==> src/rtl/video_timing_gen.sv <==
// Raster timing generator: sync / back porch / visible / front porch counters with registered, mutually aligned outputs.
// Define VTG_PREFETCH_EN to add pre_x/pre_y/pre_valid, which lead the beam outputs by LOOKAHEAD pixel advances.
module video_timing_gen #(
  parameter int H_VISIBLE = 1024,
  parameter int H_FRONT   = 24,
  parameter int H_SYNC    = 136,
  parameter int H_BACK    = 160,
  parameter int V_VISIBLE = 768,
  parameter int V_FRONT   = 3,
  parameter int V_SYNC    = 6,
  parameter int V_BACK    = 29,
  parameter bit HSYNC_POL = 1'b0,
  parameter bit VSYNC_POL = 1'b0,
  parameter int X_W       = 11,
  parameter int Y_W       = 10,
  parameter int LOOKAHEAD = 2
) (
  input  logic           clk,
  input  logic           rst,
  input  logic           pix_en,
  output logic [X_W-1:0] beam_x,
  output logic [Y_W-1:0] beam_y,
  output logic           valid,
  output logic           hsync,
  output logic           vsync,
  output logic           line_start,
`ifdef VTG_PREFETCH_EN
  output logic [X_W-1:0] pre_x,
  output logic [Y_W-1:0] pre_y,
  output logic           pre_valid,
`endif
  output logic           frame_start
);

  localparam int H_TOTAL = H_SYNC + H_BACK + H_VISIBLE + H_FRONT;
  localparam int V_TOTAL = V_SYNC + V_BACK + V_VISIBLE + V_FRONT;
  localparam int H_START = H_SYNC + H_BACK;
  localparam int V_START = V_SYNC + V_BACK;
  localparam int H_END   = H_START + H_VISIBLE;
  localparam int V_END   = V_START + V_VISIBLE;

  generate
    if (H_VISIBLE < 1 || H_FRONT < 1 || H_SYNC < 1 || H_BACK < 1 ||
        V_VISIBLE < 1 || V_FRONT < 1 || V_SYNC < 1 || V_BACK < 1 ||
        X_W < 1 || Y_W < 1) begin : g_bad_width
      $fatal(1, "video_timing_gen: every timing and coordinate width must be >= 1");
    end
    if (longint'(H_TOTAL) > (longint'(1) << X_W)) begin : g_bad_htotal
      $fatal(1, "video_timing_gen: H_TOTAL does not fit in X_W bits");
    end
    if (longint'(V_TOTAL) > (longint'(1) << Y_W)) begin : g_bad_vtotal
      $fatal(1, "video_timing_gen: V_TOTAL does not fit in Y_W bits");
    end
    if (LOOKAHEAD < 1 || LOOKAHEAD > H_START) begin : g_bad_lookahead
      $fatal(1, "video_timing_gen: LOOKAHEAD must lie in 1..H_SYNC+H_BACK");
    end
  endgenerate

  localparam logic [X_W-1:0] H_LAST    = X_W'(H_TOTAL - 1);
  localparam logic [Y_W-1:0] V_LAST    = Y_W'(V_TOTAL - 1);
  localparam logic [X_W-1:0] H_START_X = X_W'(H_START);
  localparam logic [Y_W-1:0] V_START_Y = Y_W'(V_START);
  localparam logic [X_W-1:0] H_END_X   = X_W'(H_END);
  localparam logic [Y_W-1:0] V_END_Y   = Y_W'(V_END);
  localparam logic [X_W-1:0] H_SYNC_X  = X_W'(H_SYNC);
  localparam logic [Y_W-1:0] V_SYNC_Y  = Y_W'(V_SYNC);
  localparam logic [X_W-1:0] H_ONE     = X_W'(1);
  localparam logic [Y_W-1:0] V_ONE     = Y_W'(1);

  function automatic logic [X_W-1:0] h_step(input logic [X_W-1:0] h);
    return (h == H_LAST) ? '0 : h + H_ONE;
  endfunction

  function automatic logic [Y_W-1:0] v_step(input logic [X_W-1:0] h, input logic [Y_W-1:0] v);
    if (h != H_LAST) return v;
    return (v == V_LAST) ? '0 : v + V_ONE;
  endfunction

  function automatic logic in_visible(input logic [X_W-1:0] h, input logic [Y_W-1:0] v);
    return (h >= H_START_X) && (h < H_END_X) && (v >= V_START_Y) && (v < V_END_Y);
  endfunction

  logic [X_W-1:0] h_reg;
  logic [X_W-1:0] h_next;
  logic [Y_W-1:0] v_reg;
  logic [Y_W-1:0] v_next;
  logic           vis_next;

  // Outputs are computed from the post-advance position so they line up with the counters.
  always_comb begin
    h_next   = h_step(h_reg);
    v_next   = v_step(h_reg, v_reg);
    vis_next = in_visible(h_next, v_next);
  end

  always_ff @(posedge clk) begin
    if (!rst) begin
      h_reg       <= H_LAST;
      v_reg       <= V_LAST;
      beam_x      <= '0;
      beam_y      <= '0;
      valid       <= 1'b0;
      hsync       <= ~HSYNC_POL;
      vsync       <= ~VSYNC_POL;
      line_start  <= 1'b0;
      frame_start <= 1'b0;
    end else begin
      line_start  <= 1'b0;
      frame_start <= 1'b0;
      if (pix_en) begin
        h_reg       <= h_next;
        v_reg       <= v_next;
        valid       <= vis_next;
        beam_x      <= vis_next ? (h_next - H_START_X) : '0;
        beam_y      <= vis_next ? (v_next - V_START_Y) : '0;
        hsync       <= (h_next < H_SYNC_X) ? HSYNC_POL : ~HSYNC_POL;
        vsync       <= (v_next < V_SYNC_Y) ? VSYNC_POL : ~VSYNC_POL;
        line_start  <= (h_next == '0);
        frame_start <= (h_next == '0) && (v_next == '0);
      end
    end
  end

`ifdef VTG_PREFETCH_EN
  // A second counter pair starts LOOKAHEAD raster positions ahead; LOOKAHEAD <= H_START keeps it in line 0's blanking.
  localparam logic [X_W-1:0] PRE_H_INIT = X_W'(LOOKAHEAD - 1);

  logic [X_W-1:0] ph_reg;
  logic [X_W-1:0] ph_next;
  logic [Y_W-1:0] pv_reg;
  logic [Y_W-1:0] pv_next;
  logic           pre_vis_next;

  always_comb begin
    ph_next      = h_step(ph_reg);
    pv_next      = v_step(ph_reg, pv_reg);
    pre_vis_next = in_visible(ph_next, pv_next);
  end

  always_ff @(posedge clk) begin
    if (!rst) begin
      ph_reg    <= PRE_H_INIT;
      pv_reg    <= '0;
      pre_x     <= '0;
      pre_y     <= '0;
      pre_valid <= 1'b0;
    end else if (pix_en) begin
      ph_reg    <= ph_next;
      pv_reg    <= pv_next;
      pre_valid <= pre_vis_next;
      pre_x     <= pre_vis_next ? (ph_next - H_START_X) : '0;
      pre_y     <= pre_vis_next ? (pv_next - V_START_Y) : '0;
    end
  end
`endif

endmodule

==> config.mk <==
export PLATFORM = sky130hd
export DESIGN_NAME = video_timing_gen
export DESIGN_NICKNAME = d
export VERILOG_FILES = /design/src/rtl/video_timing_gen.sv
export SDC_FILE = /design/constraint.sdc
export NUM_CORES = 1
export LEC_CHECK = 0
export ABC_AREA = 1
export CORE_MARGIN = 2
export CORE_UTILIZATION = 57
export DETAILED_ROUTE_END_ITERATION = 7
export PLACE_DENSITY = 0.78
export SYNTH_ARGS = -nofsm -noshare
export SYNTH_HDL_FRONTEND = slang
export SYNTH_SLANG_ARGS = --single-unit
==> constraint.sdc <==
create_clock -name clk -period 2.9 [get_ports clk]
set_input_delay 0.58 -clock clk [delete_from_list [all_inputs] [get_ports clk]]
set_output_delay 0.58 -clock clk [all_outputs]
set_load 0.005 [all_outputs]
==> run_results.csv <==
group,metric,value,unit
global_route,grt_pass1_wl,13000,microns
synthesis,yosysSeqAreaShare,31.5,%
sta,finalCritPeriodShare,91.7,%
clock_network,clk_pin_slew,0.09,ns
clock_network,cts_hold_buf,0,
pwr,power.density,782,nW/um^2
synthesis,ys_warn_count,0,
placement,portBuffers,28,
floorplanning,core_area,5070,sq um
hold_path,worstHoldStart,"beam_x[7]",
sta,hold_ws,0.455,ns
setup_path,crit_type,"flop to flop",
synthesis,syn-num-nets,453,
synthesis,synth_area,2990,sq um
route,first_iter_violations,243,
global_route,grt_pass1_vias,2910,
sta,worstMarginPinSlew,0.471,ns
floorplanning,start_util,58.9,%
route,dr.pass1.iters,4,
placement,hpwl,5420,microns
clock_network,cts_tree,"done",
layout,n_antenna_cell,0,
synthesis,synth_seq_cells,47,
clock_network,cts_buffers,5,
route,dr_total_vias,2973,
clock_network,cts_resized,0,
layout,postLayoutCoreUtil,68.3,%
route,routed_wirelength,7210,microns
setup_path,cp.required,3.14,ns
sta,slew_violations,0,
clock_network,insertion_delay,0.30,ns
layout,multi_input_area,1760,sq um
clock_network,root_buffer,"clkbuf_8",
sta,skew,0.00499,ns
global_route,antenna_found_initial,0,
synthesis,netlist_instances,443,
synthesis,async_flop_share,0,%
job,maxCapViolations,0,
pwr,ir_drop,405,uV
run_status,outcome,"finished, final reports clean",
global_route,grt_use_total,27.1,%
sta,setup_violations,0,
layout,syn_to_final_growth,15.9,%
floorplanning,rows,26,
synthesis,yosys.area.top_type,"dfxtp_1",
route,via_per_inst,5.47,
sta,clock.fmax,0.376,GHz
setup_path,worstSetupEndpoint,"beam_x[1]",
global_route,grt_max_degree,23,
clock_network,clockBufferDepth,2,
global_route,overflow,0,
layout,n_fill_cell,457,
clock_network,htree_levels,2,
floorplanning,io_pins,29,
sta,max_slew_margin,68.6,%
synthesis,avgSynthCellArea,6.75,sq um
hold_path,hold_path.class,"flop to flop",
route,ant_nets,0,
placement,gp_congestion,0.922,
synthesis,synth_area_leaders,"dfxtp_1 31%, nand2_1 18%, inv_1 6.3%",
setup_path,critPathMaxFanout,17,
clock_network,postCtsSetupBuffers,0,
route,drc_errors,0,
synthesis,synth_enable_flop_cells,0,
setup_path,setup.worst_path.start_class,"flop",
sta,period_minus_slack,2.66,ns
setup_path,critical_path_arrival,2.90,ns
route,wl_per_cell,13.2,microns
synthesis,ys_types,37,
pwr,leakage,1.69,nW
setup_path,rrSetupSlack,0.24,ns
sta,hold_viol,0,
clock_network,cts_sinks,47,
setup_path,worst_setup_path_end_kind,"flop",
synthesis,yosysTopAreaCellShare,31.5,%
layout,drive_gt1_share,14.3,%
floorplanning,dieArea,5840,sq um
setup_path,critPathLaunch,"h_reg[0]",
pwr,p_total,2.71,mW
setup_path,regToRegStartpoint,"h_reg[0]",
layout,nets,484,
sta,fin_tns_setup,0,ns
floorplanning,dieHeight,76.4,microns
synthesis,synth_top_flop_cell,"dfxtp_1",
sta,rsz0062_at_grt,"no",
setup_path,rr_worst_depth,14,
setup_path,reg2reg_to,"beam_x[1]",
floorplanning,die_x,76.4,microns
layout,regArea,941,sq um
==> stage by stage <==
stage	worst slack, ns	area [sq um]	cells
after floorplan	0.329	2990	443
after global routing	0.0282	3470	544
after detailed placement	0.216	3350	537
after CTS	0.179	3460	544
final	0.242	3470	544
after global placement	0.323	3350	537
==> cells in the mapped netlist (3+ instances only) <==
| cell | instances |
|---|---|
| a22oi_1 | 8 |
| nor2_2 | 5 |
| dfxtp_1 | 47 |
| o21ai_0 | 5 |
| nand3_1 | 25 |
| nand2_1 | 144 |
| nor3_1 | 4 |
| nand2_4 | 4 |
| nand4_1 | 23 |
| inv_2 | 9 |
| o21ai_1 | 3 |
| nand2_2 | 13 |
| nor2_1 | 34 |
| buf_2 | 4 |
| clkbuf_1 | 6 |
| nand3_4 | 3 |
| a21oi_1 | 10 |
| nor2_4 | 6 |
| o22a_1 | 3 |
| xor2_1 | 4 |
| o22ai_1 | 7 |
| ha_1 | 7 |
| inv_1 | 50 |
==> worst min path at each step <==
stage                endpoint  cells past startpoint
finish              beam_x[7]                      2
global route        beam_x[8]                      2
CTS                 beam_x[7]                      2
detailed placement  beam_y[0]                      2
global placement    beam_y[3]                      2
floorplan           beam_x[0]                      2
==> kinds of logic after synthesis <==
logic type	after synthesis	share of synthesized area (%)
xor+xnor	6	1.76
compound gates	42	9.54
fa+ha+maj	7	2.93
simple gates	268	44.4
buf+inv	73	9.92
flops	47	31.5
==> routing by layer <==
layer  track usage (%)  up-vias  wire length [microns]
met5                 0        -                      0
met4              12.4        0                    250
met3              3.67       19                    358
met2              46.7       89                   3460
met1              33.7     1375                   3130
li1                  -     1490                      -
==> worst max-delay path, cell delays in order (launching register included) <==
cell	delay, ns
dfxtp_1	0.45
ha_1	0.25
nand3_4	0.14
nor2_4	0.16
nand2_4	0.16
o21ai_1	0.30
ha_1	0.28
nor2_2	0.08
nand3_4	0.08
nand2_4	0.08
nand2_2	0.10
nand2_4	0.08
nor2_8	0.22
nand2_1	0.09
a21oi_1	0.12
==> power breakdown <==
part	internal, mW	switching (mW)
clock	0.252	0.231
combinational	0.524	0.867
sequential	0.753	0.0822
==> final cells by class <==
cell class | count | area share (%)
inverters | 61 | 6.68
clock inverters | 2 | 1.08
flip-flops and latches | 47 | 27.1
well taps | 70 | 2.53
multi-input cells | 323 | 50.8
repair buffers | 36 | 9.82
clock buffers | 5 | 1.99
==> cells in the final DEF (no fill, tap or decap), types with 6 or more instances in the layout <==
| cell | n |
|---|---|
| o22ai_1 | 7 |
| ha_1 | 7 |
| dfxtp_1 | 47 |
| nor2_4 | 6 |
| a21oi_1 | 10 |
| inv_2 | 9 |
| a22oi_1 | 8 |
| nand4_1 | 23 |
| nor2_2 | 6 |
| buf_4 | 8 |
| nand3_1 | 24 |
| inv_1 | 50 |
| nand2_2 | 13 |
| nor2_1 | 33 |
| clkdlybuf4s50_1 | 28 |
| nand2_1 | 144 |
Note: power is estimated with default switching activity, not from simulation.
